## src/rtl/serial_add_ctrl.sv

```systemverilog
// Bit-serial adder sequencer: one full adder reused across WIDTH bit
// positions, LSB first, with a carry flop closing the loop between cycles.
// fa_v1 is kept in this file so the block is self-contained.

module fa_v1 (
  input  logic a,
  input  logic b,
  input  logic cin,
  output logic sum,
  output logic cout
);

  assign sum  = a ^ b ^ cin;
  assign cout = (a & b) | (cin & (a ^ b));

endmodule

module serial_add_ctrl #(
  parameter int unsigned WIDTH = 8
) (
  input  logic             clk,
  input  logic             rst,
  input  logic             start,
  input  logic [WIDTH-1:0] a,
  input  logic [WIDTH-1:0] b,
  input  logic             cin,
  output logic             busy,
  output logic             done,
  output logic [WIDTH-1:0] sum,
  output logic             cout
);

  localparam int unsigned    CntW    = $clog2(WIDTH + 1);
  localparam logic [CntW-1:0] LastCnt = CntW'(WIDTH - 1);

  // Encoding chosen so busy and done are straight flop bits.
  typedef enum logic [1:0] {
    StIdle = 2'b00,
    StRun  = 2'b10,
    StDone = 2'b11
  } state_e;

  state_e            state_q, state_d;
  logic [WIDTH-1:0]  ra_q, ra_d;
  logic [WIDTH-1:0]  rb_q, rb_d;
  logic [WIDTH-1:0]  racc_q, racc_d;
  logic [WIDTH-1:0]  sum_q, sum_d;
  logic              c_q, c_d;
  logic              cout_q, cout_d;
  logic [CntW-1:0]   cnt_q, cnt_d;
  logic              fa_sum, fa_cout;
  logic [WIDTH:0]    racc_ext;

  fa_v1 u_fa (
    .a    (ra_q[0]),
    .b    (rb_q[0]),
    .cin  (c_q),
    .sum  (fa_sum),
    .cout (fa_cout)
  );

  // New bit enters at the MSB; slicing the extended vector also works for WIDTH=1.
  assign racc_ext = {fa_sum, racc_q};

  // Next-state and datapath update; everything holds unless a state acts on it.
  always_comb begin
    state_d = state_q;
    ra_d    = ra_q;
    rb_d    = rb_q;
    racc_d  = racc_q;
    sum_d   = sum_q;
    c_d     = c_q;
    cout_d  = cout_q;
    cnt_d   = cnt_q;
    unique case (state_q)
      StIdle: begin
        if (start) begin
          ra_d    = a;
          rb_d    = b;
          c_d     = cin;
          cnt_d   = '0;
          racc_d  = '0;
          state_d = StRun;
        end
      end
      StRun: begin
        racc_d = racc_ext[WIDTH:1];
        ra_d   = ra_q >> 1;
        rb_d   = rb_q >> 1;
        c_d    = fa_cout;
        cnt_d  = cnt_q + CntW'(1);
        if (cnt_q == LastCnt) begin
          sum_d   = racc_ext[WIDTH:1];
          cout_d  = fa_cout;
          state_d = StDone;
        end
      end
      StDone: state_d = StIdle;
      default: state_d = StIdle;
    endcase
  end

  // State and datapath registers with synchronous reset.
  always_ff @(posedge clk) begin
    if (rst) begin
      state_q <= StIdle;
      ra_q    <= '0;
      rb_q    <= '0;
      racc_q  <= '0;
      sum_q   <= '0;
      c_q     <= 1'b0;
      cout_q  <= 1'b0;
      cnt_q   <= '0;
    end else begin
      state_q <= state_d;
      ra_q    <= ra_d;
      rb_q    <= rb_d;
      racc_q  <= racc_d;
      sum_q   <= sum_d;
      c_q     <= c_d;
      cout_q  <= cout_d;
      cnt_q   <= cnt_d;
    end
  end

  assign busy = state_q[1];
  assign done = state_q[0];
  assign sum  = sum_q;
  assign cout = cout_q;

endmodule

```

## config.mk

```make
export PLATFORM = sky130hd
export DESIGN_NAME = serial_add_ctrl
export DESIGN_NICKNAME = d
export VERILOG_FILES = /design/src/rtl/serial_add_ctrl.sv
export SDC_FILE = /design/constraint.sdc
export NUM_CORES = 1
export LEC_CHECK = 0
export CAP_MARGIN = 20
export CELL_PAD_IN_SITES_DETAIL_PLACEMENT = 1
export CELL_PAD_IN_SITES_GLOBAL_PLACEMENT = 1
export CORE_MARGIN = 5
export CORE_UTILIZATION = 39
export DETAILED_ROUTE_END_ITERATION = 6
export GPL_TIMING_DRIVEN = 0
export HOLD_SLACK_MARGIN = 0.15
export PLACE_DENSITY_LB_ADDON = 0.3
export SETUP_SLACK_MARGIN = 0.05
export SLEW_MARGIN = 20
export SYNTH_ARGS = -nofsm -noshare
export SYNTH_HDL_FRONTEND = slang
export SYNTH_SLANG_ARGS = --single-unit
```

## constraint.sdc

```tcl
create_clock -name clk -period 1.4 [get_ports clk]
set_input_delay 0.42 -clock clk [delete_from_list [all_inputs] [get_ports clk]]
set_output_delay 0.42 -clock clk [all_outputs]
set_load 0.02 [all_outputs]
```

==> results.json <==
{
  "outcome": "finished, final reports clean",
  "grt_overflow": 0,
  "cp_data_required_time_ns": 0.98,
  "cp_top_family": "flip-flops",
  "drt_wl_total_mm": 4.48,
  "tightest_slew_ns": 0.528,
  "mostFrequentLayoutCells": "dfxtp_1 (34), nor2_1 (24), mux2i_1 (23), nand2b_1 (19), clkdlybuf4s50_1 (17)",
  "first_pass_iters": 3,
  "reg2reg_from": "cnt_q[0]",
  "met1_usage_pct": 17.5,
  "r2r_slack_ns": 0.10,
  "port_buffers": 29,
  "min_path_type": "reg2reg",
  "initialDrtViolationCount": 52,
  "synth-edff-count": 0,
  "critPathBufInv": 1,
  "rsz0062_at_grt": "true",
  "syn_inst": 167,
  "syn_avg_cell_area_um2": 9.96,
  "yosys_warnings": 0,
  "use_met2_pct": 31.6,
  "finalCriticalPeriod_ns": 1.32,
  "power.density_nw_per_um2": 1000,
  "numCtsBuffers": 5,
  "yosys_most_used_dff": "dfxtp_1",
  "initial_utilization_pct": 41.0,
  "slew_headroom_pct": 64.8,
  "finalWeightedCongestion": 0.784,
  "vias": 1361,
  "clock_latency_ns": 0.29,
  "fp.dieArea_um2": 5670,
  "final_antenna_net_count": 0,
  "postSynth.asyncResetShare_pct": 0,
  "dp_hpwl_mm": 2.91,
  "crit_arrival_ns": 0.90,
  "hold_buffers": 0,
  "synthesis.area_um2": 1660,
  "grt_pass1_vias": 1484,
  "synth-seq-area-share_pct": 47.0,
  "place_inst": 246,
  "drive_above_1_share_pct": 23.1,
  "ys_seq_elements": 39,
  "final_max_slew_viol_count": 0,
  "layout.nets": 233,
  "cts_buffer_depth": 2,
  "hold_depth": 2,
  "cts_sinks": 39,
  "final_cells": 262,
  "worst_r2r_path_depth": 5,
  "root_buffer": "clkbuf_8",
  "max-vdd-ir-drop_v": 0.000539,
  "critical_path.slowest_cell": "dfxtp_1",
  "grt_max_degree": 13,
  "leakagePower_nw": 0.875,
  "cpPeakStageDelay_ns": 0.34,
  "hold_path_end": "sum[1]",
  "area_growth_pct": 34.5,
  "met3_usage_pct": 5.41,
  "antenna_found_initial": 0,
  "finalSetupTns_ns": 0,
  "io_pins": 31,
  "r2r-end": "sum[4]",
  "path_cells": "clkdlybuf4s15_2",
  "die_h_um": 75.3,
  "wire_per_inst_um": 17.1,
  "cts_htree_levels": 2,
  "core-area_um2": 4060,
  "fin_crit_sh_pct": 94.1,
  "drc": 0,
  "grt_pass1_wl_mm": 6.96,
  "syn_nets": 189,
  "busiest_layer": "met2",
  "clock.fmax_mhz": 759,
  "maxCapViolCount": 0,
  "path_clk_slew_ns": 0.08,
  "crit_path_max_fanout": 2,
  "hold_viol_final": 0,
  "finalSetupViolations": 0,
  "end_kind": "output port",
  "start_kind": "flip-flop",
  "synth_cell_type_count": 26,
  "hp-start": "sum[1]",
  "clock_skew_ns": 0.00899,
  "vias_per_cell": 5.19,
  "final_common_cell": "dfxtp_1",
  "fp.dieW_um": 75.3,
  "cts_tree": "built",
  "diodes": 0,
  "path_class": "reg2out",
  "grt.total_usage_pct": 16.7,
  "rows": 23
}
[where the power goes]
part	leakage (nW)	internal (mW)	switching, mW
clock network	0.0477	0.341	0.385
registers	0.321	1.16	0.0355
logic	0.506	0.173	0.145
total	0.875	1.67	0.566
[timing repair]
item,in CTS,in global routing
pin swaps,1,3
gates cloned,2,0
setup endpoints to repair,37,25
gates resized for setup,47,18
buffers inserted,6,0
[cells in the mapped netlist, types with 2 or more instances]
cell type | instances | area [um2]
a211oi_1 | 15 | 113
a21oi_1 | 3 | 15.0
a22oi_1 | 8 | 60.1
buf_2 | 3 | 15.0
buf_4 | 3 | 22.5
clkbuf_1 | 5 | 18.8
dfxtp_1 | 39 | 781
inv_1 | 2 | 7.51
mux2i_1 | 26 | 260
nand2b_1 | 20 | 125
nand3_1 | 2 | 10.0
nor2_1 | 24 | 90.1
nor3_1 | 4 | 20.0
[layout make-up]
type | count | area (um2)
Fill cell | 460 | 1820
Multi-Input combinational cell | 113 | 836
Sequential cell | 39 | 790
Timing Repair Buffer | 37 | 362
Buffer | 13 | 95.1
Clock buffer | 5 | 68.8
Tap cell | 50 | 62.6
Clock inverter | 3 | 15.0
Inverter | 2 | 7.51
[logic make-up after synthesis]
group / synth area share (%)
AND/OR/NAND/NOR: 17.6
multiplexers: 15.7
AO/OA/AOI/OAI: 12.1
buffers and inverters: 5.72
flip-flops: 47.0
adder cells (fa/ha/maj): 1.96
[metal layers]
metal	share of wire [%]	vias up
li1	-	667
met1	39	664
met2	55	23
met3	4.4	7
met4	1.2	0
met5	0	-
[how the worst max path moves through the flow]
stage | startpoint | to | slack (ns) | cells past startpoint
after floorplan | state_q[0] | racc_q[2] | 0.14 | 4
after global placement | start | rb_q[6] | -0.42 | 6
after detailed placement | start | rb_q[6] | -0.47 | 6
after CTS | cnt_q[1] | sum[1] | 0.04 | 5
after global routing | cnt_q[0] | sum[4] | 0.01 | 5
final | sum[4] | sum[4] | 0.08 | 1
[per-stage QoR]
| stage | hold WS (ns) | worst slack (ns) | area, um2 | utilization, % | total power [mW] |
|---|---|---|---|---|---|
| after floorplan | 0.452 | 0.138 | 1660 | - | 1.38 |
| after global placement | 0.460 | -0.416 | 2020 | 49.7 | 1.48 |
| final | 0.480 | 0.0830 | 2240 | 55.1 | 2.24 |
| after CTS | 0.486 | 0.0369 | 2230 | 54.9 | 2.25 |
| after global routing | 0.505 | 0.0118 | 2240 | 55.1 | 2.33 |
| after detailed placement | 0.474 | -0.467 | 2020 | 49.7 | 1.49 |
[sequential cells by signal, summed over array words and instances, names as in the netlist]
register,cells
cout,1
ra_q,8
state_q,2
cnt_q,4
racc_q,7
rb_q,8
c_q,1
sum,8
(Power assumes the default switching activity.)
